===== config.mk =====
export PLATFORM = sky130hd
export DESIGN_NAME = pipe_hazard_ctrl
export DESIGN_NICKNAME = d
export VERILOG_FILES = /design/src/rtl/pipe_hazard_ctrl.sv
export SDC_FILE = /design/constraint.sdc
export NUM_CORES = 1
export LEC_CHECK = 0
export ABC_AREA = 1
export CORE_MARGIN = 3
export CORE_UTILIZATION = 51
export CTS_BUF_LIST = sky130_fd_sc_hd__clkbuf_8 sky130_fd_sc_hd__clkbuf_16
export DETAILED_ROUTE_END_ITERATION = 8
export MAX_ROUTING_LAYER = met4
export PLACE_DENSITY = 0.86
export SLEW_MARGIN = 20
export SYNTH_ARGS = -nofsm -noshare
export SYNTH_HDL_FRONTEND = slang
export SYNTH_SLANG_ARGS = --single-unit

===== constraint.sdc =====
create_clock -name clk -period 3 [get_ports clk]
set_input_delay 0.6 -clock clk [delete_from_list [all_inputs] [get_ports clk]]
set_output_delay 0.6 -clock clk [all_outputs]
set_load 0.01 [all_outputs]

===== src/rtl/pipe_hazard_ctrl.sv =====
// Stall/flush sequencer for the 5-stage core. It merges the EX redirect, ID load-use, EX busy and MEM
// busy requests into a PC redirect, per-stage stall/flush controls and a saturating stall counter.
module pipe_hazard_ctrl #(
    parameter int ADDR_W       = 64,
    parameter int FLUSH_CYCLES = 1,
    parameter int PERF_W       = 32
) (
    input  logic              clk,
    input  logic              rst_n,
    input  logic              JumpFlagFromEx,
    input  logic [ADDR_W-1:0] JumpAddrFromEx,
    input  logic              LoadUseFromId,
    input  logic              DivBusyFromEx,
    input  logic              MemBusyFromMem,
    output logic              JumpFlagToPc,
    output logic [ADDR_W-1:0] JumpAddrToPc,
    output logic [3:0]        StallOut,
    output logic              FlushIdOut,
    output logic              FlushExOut,
    output logic              FlushMemOut,
    output logic [PERF_W-1:0] StallCntOut
);

    typedef enum logic [1:0] {
        ST_RUN   = 2'd0,
        ST_STALL = 2'd1,
        ST_FLUSH = 2'd2
    } state_t;

    localparam logic [3:0] FLUSH_RELOAD = 4'(FLUSH_CYCLES - 1);
    // A single-cycle flush is fully covered by the redirect cycle itself.
    localparam state_t POST_REDIRECT = (FLUSH_CYCLES > 1) ? ST_FLUSH : ST_RUN;

    state_t              r_state;
    logic                r_pend_valid;
    logic [ADDR_W-1:0]   r_pend_addr;
    logic [3:0]          r_flush_cnt;
    logic [PERF_W-1:0]   r_stall_cnt;

    state_t              w_state_next;
    logic                w_pend_valid_next;
    logic [ADDR_W-1:0]   w_pend_addr_next;
    logic [3:0]          w_flush_cnt_next;
    logic                w_stall_req;
    logic                w_jump_flag;
    logic [ADDR_W-1:0]   w_jump_addr;
    logic [3:0]          w_stall;
    logic                w_flush_id;
    logic                w_flush_ex;
    logic                w_flush_mem;

    always_ff @(posedge clk or negedge rst_n) begin
        if (!rst_n) begin
            r_state      <= ST_RUN;
            r_pend_valid <= 1'b0;
            r_pend_addr  <= '0;
            r_flush_cnt  <= '0;
            r_stall_cnt  <= '0;
        end else begin
            r_state      <= w_state_next;
            r_pend_valid <= w_pend_valid_next;
            r_pend_addr  <= w_pend_addr_next;
            r_flush_cnt  <= w_flush_cnt_next;
            if ((w_stall != 4'b0000) && (r_stall_cnt != {PERF_W{1'b1}})) begin
                r_stall_cnt <= r_stall_cnt + PERF_W'(1);
            end
        end
    end

    always_comb begin
        w_state_next      = r_state;
        w_pend_valid_next = r_pend_valid;
        w_pend_addr_next  = r_pend_addr;
        w_flush_cnt_next  = r_flush_cnt;
        w_jump_flag       = 1'b0;
        w_jump_addr       = '0;
        w_stall           = 4'b0000;
        w_flush_id        = 1'b0;
        w_flush_ex        = 1'b0;
        w_flush_mem       = 1'b0;
        w_stall_req       = MemBusyFromMem | DivBusyFromEx;

        if (w_stall_req) begin
            if (MemBusyFromMem) begin
                w_stall = 4'b1111;
            end else begin
                w_stall     = 4'b0111;
                w_flush_mem = 1'b1;
            end
            // A stall inside FLUSH freezes the flush countdown; otherwise park the first jump seen.
            if (r_state != ST_FLUSH) begin
                w_state_next = ST_STALL;
                if (JumpFlagFromEx && !r_pend_valid) begin
                    w_pend_valid_next = 1'b1;
                    w_pend_addr_next  = JumpAddrFromEx;
                end
            end
        end else begin
            case (r_state)
                ST_FLUSH: begin
                    w_flush_id = 1'b1;
                    w_flush_ex = 1'b1;
                    if (r_flush_cnt <= 4'd1) begin
                        w_state_next     = ST_RUN;
                        w_flush_cnt_next = 4'd0;
                    end else begin
                        w_flush_cnt_next = r_flush_cnt - 4'd1;
                    end
                end
                default: begin
                    if ((r_state == ST_STALL) && r_pend_valid) begin
                        // The EX jump flag still belongs to the parked instruction: ignore it.
                        w_jump_flag       = 1'b1;
                        w_jump_addr       = r_pend_addr;
                        w_flush_id        = 1'b1;
                        w_flush_ex        = 1'b1;
                        w_pend_valid_next = 1'b0;
                        w_flush_cnt_next  = FLUSH_RELOAD;
                        w_state_next      = POST_REDIRECT;
                    end else if (JumpFlagFromEx) begin
                        w_jump_flag      = 1'b1;
                        w_jump_addr      = JumpAddrFromEx;
                        w_flush_id       = 1'b1;
                        w_flush_ex       = 1'b1;
                        w_flush_cnt_next = FLUSH_RELOAD;
                        w_state_next     = POST_REDIRECT;
                    end else begin
                        w_state_next = ST_RUN;
                        if (LoadUseFromId) begin
                            w_stall    = 4'b0011;
                            w_flush_ex = 1'b1;
                        end
                    end
                end
            endcase
        end
    end

    // Outputs are forced low for the whole time reset is held, independent of the inputs.
    assign JumpFlagToPc = rst_n & w_jump_flag;
    assign JumpAddrToPc = rst_n ? w_jump_addr : '0;
    assign StallOut     = rst_n ? w_stall : 4'b0000;
    assign FlushIdOut   = rst_n & w_flush_id;
    assign FlushExOut   = rst_n & w_flush_ex;
    assign FlushMemOut  = rst_n & w_flush_mem;
    assign StallCntOut  = r_stall_cnt;

endmodule


==> flow_summary_export.csv <==
group,metric,value,unit
critical_path,critPathCapture,"JumpAddrToPc[8]",
floorplanning,design.core.area,10600,um^2
clock_network,clock_path_buffers,2,
timing,rsz0062_at_grt,"no",
timing,report.final.slew_viol_count,0,
logic_synthesis,synthArstFlopShare,1.00,
logic_synthesis,seq_area_frac_synth,0.434,
power_and_ir_drop,seq_power_share,0.463,
clock_network,cts_buffers,9,
logic_synthesis,synth_area_per_cell,7.26,um^2
timing,setup_violations,0,
logic_synthesis,synth_cell_type_count,28,
critical_path,critical_path_depth,8,
logic_synthesis,synth_edf_count,0,
flow_run,cap_violations,0,
floorplanning,ioPinCount,174,
cells_and_area,nets,1005,
critical_path,path_buf_inv,4,
critical_path,critPathKind,"in -> out",
logic_synthesis,yosys-top-cells-area,"dfrtp_1 (43%), nand2_1 (15%), a211oi_1 (8.4%)",
timing,worst_pin_slew,766,ps
floorplanning,fp.dieH,111,um
critical_path,crit_fanout,59,
floorplanning,std_cell_rows,37,
placed_design,portBuffers,173,
global_routing,gr-usage-all-layers,0.257,
critical_path,worstPathRequired,2400,ps
placed_design,gp_congestion,0.992,
floorplanning,dieArea,12400,um^2
timing,fin_ws,128,ps
clock_network,cts_tree,"done",
power_and_ir_drop,p_sw_frac,0.325,
logic_synthesis,yosysWarnings,0,
power_and_ir_drop,p_leak,3.93,nW
critical_path,worstSetupStartpointType,"input pin",
global_routing,grt_pass1_wl,25500,um
timing,period_share,0.957,
routing,drt_iter0_markers,403,
routing,drtAntennaViolNets,0,
clock_network,clock_sinks,98,
cells_and_area,seqCellArea,2450,um^2
logic_synthesis,synth_area,5660,um^2
routing,vias,5526,
outcome,status,"finished clean",
power_and_ir_drop,power_frac_comb,0.277,
floorplanning,start_util,0.536,
global_routing,antenna_found_initial,0,
cells_and_area,fill_cells,872,
routing,drcViolationCount,0,
timing,finClkSkew,14.5,ps
cells_and_area,area_growth,35.7,%
critical_path,crit_chain,"clkdlybuf4s50_1 -> nor2_2 -> inv_2 -> nor2_4 -> o21ai_4 -> buf_12 -> a211oi_1 -> dlygate4sd2_1",
power_and_ir_drop,pwr-share-clk,0.259,
placed_design,place_ws,-285,ps
cells_and_area,diodes,0,
critical_path,rrSetupSlack,950,ps
cells_and_area,drive_gt1_frac,0.0597,
logic_synthesis,synth_top_cell_area_share,0.434,
placed_design,hpwl,11300,um
global_routing,grt_max_degree,98,
logic_synthesis,synth_cells,779,
critical_path,r2r-end,"StallCntOut[19]",
critical_path,regToRegStartpoint,"StallCntOut[1]",
critical_path,crit_path_start,"MemBusyFromMem",
timing,whs,297,ps
power_and_ir_drop,intPower,0.00285,W
power_and_ir_drop,ir_worst_vdd,397,uV
worst_hold_path,hp-class,"in -> async",
global_routing,grt_pass1_vias,5223,
timing,setup_tns,0,ps
critical_path,arrival,2270,ps
timing,fin_crit,2870,ps
power_and_ir_drop,power_density,550,nW/um^2
clock_network,clk_pin_slew,90,ps
power_and_ir_drop,switchingPower,0.00137,W
logic_synthesis,synth_area_leader_cell,"dfrtp_1",
critical_path,crit_slowest_cell,"clkdlybuf4s50_1",
cells_and_area,multi_input_comb_area,2630,um^2
logic_synthesis,synth_flop_cell,"dfrtp_1",
routing,viasPerCell,5.15,
routing,wire_per_inst,14.2,um
clock_network,clkLatencyLatePin,360,ps
routing,drt_pass1_iterations,6,
floorplanning,die_x,111,um
critical_path,cp_top_family,"buffers and inverters",
timing,relSlewSlack,0.489,
logic_synthesis,synth_nets,850,
clock_network,htree_levels,3,
critical_path,cpPeakStageDelay,440,ps
critical_path,crit_path_end_kind,"output pin",
timing,finalHoldViolations,0,
routing,drt_wl_total,15300,um
clock_network,root_buffer,"clkbuf_8",
critical_path,reg2reg_depth,10,
timing,fmax,348,MHz
global_routing,grt_overflow,0,
logic_synthesis,synth.ff_latch_count,98,
==> flip-flops by register name, indices dropped and copies added, names as in the netlist <==
signal        cells
r_state           1
r_pend_addr      64
r_pend_valid      1
StallCntOut      32
==> power groups by stage <==
stage	Combinational [W]	Clock (W)	Sequential, W
floorplan	0.000757	0	0.00193
global placement	0.00118	0	0.00195
detailed placement	0.00121	0	0.00197
CTS	0.00119	0.00112	0.00195
global route	0.00135	0.00117	0.00200
finish	0.00117	0.00109	0.00195
==> worst reg2reg max path: cells and delay by family, from the launching register on <==
family,cells,cell delay [ps]
fa+ha+maj,1,240
buf+inv,2,320
flops,1,420
simple gates,7,980
==> synthesized netlist by cell type (3+ instances only) <==
master	number
nand2_1	230
nor2_1	112
dfrtp_1	98
inv_1	97
a211oi_1	63
o21ai_0	63
nand3_1	20
clkbuf_1	17
buf_2	13
nor2_2	8
xor2_1	8
nand4_1	7
buf_4	5
buf_6	5
o21ai_1	5
nand2_2	4
nand3b_1	4
nor2_4	3
xnor2_1	3
==> cells by family (layout without fill, tap and decap cells) <==
group,after synthesis,in the layout,share of synthesized area
flip-flops,98,98,0.434
multiplexers,1,1,0.00199
AO/OA/AOI/OAI,134,134,0.147
XOR/XNOR,11,11,0.0170
AND/OR/NAND/NOR,393,393,0.292
buffers and inverters,141,300,0.106
adder cells (fa/ha/maj),1,1,0.00221
==> stage by stage <==
stage / util / instances / cell area (um^2) / power, W
6_report: 0.727 / 1074 / 7670 / 0.00422
5_1_grt: 0.727 / 1074 / 7670 / 0.00452
4_1_cts: 0.726 / 1074 / 7660 / 0.00425
3_5_place_dp: 0.709 / 1059 / 7480 / 0.00318
3_3_place_gp: 0.709 / 1059 / 7480 / 0.00313
2_1_floorplan: - / 779 / 5660 / 0.00269
==> cell type report <==
class | count | share of cell area
Inverter | 99 | 0.0484
Clock inverter | 6 | 0.0179
Multi-Input combinational cell | 540 | 0.342
Timing Repair Buffer | 186 | 0.233
Sequential cell | 98 | 0.320
Tap cell | 136 | 0.0222
Clock buffer | 9 | 0.0161
==> worst min path at each step <==
stage	start	endpoint	slack, ps	cells after the start
final	rst_n	StallCntOut[15]	300	2
after global routing	rst_n	StallCntOut[15]	320	2
after CTS	rst_n	StallCntOut[15]	300	2
after detailed placement	r_pend_addr[38]	r_pend_addr[38]	470	2
after global placement	r_pend_addr[8]	r_pend_addr[8]	470	2
after floorplan	rst_n	StallCntOut[0]	300	0
==> layout by cell type (no fill, tap or decap), drive strengths merged <==
cell type / n
xor2: 8
nand3: 20
clkinv: 1
dlymetal6s2s: 2
dlygate4sd2: 64
inv: 100
bufinv: 4
a21oi: 3
a211oi: 63
clkdlybuf4s50: 106
xnor2: 3
ha: 1
mux2: 1
nand2: 237
nor2: 125
dfrtp: 98
clkbuf: 9
buf: 14
nand3b: 4
nand4: 7
o21ai: 68
==> metal layers <==
| layer | GRT usage | share of wire |
|---|---|---|
| met4 | 0.108 | 0.029 |
| met5 | - | 0 |
| met3 | 0.0360 | 0.047 |
| met1 | 0.335 | 0.44 |
| met2 | 0.405 | 0.48 |
==> timing repair <==
item,CTS,global route
gates resized for setup,65,3
gates cloned,0,0
pin swaps,0,1
hold buffers,0,0
endpoints found under the setup margin,66,4
setup buffers,0,0
No activity file was read; power rests on OpenSTA's default activity.
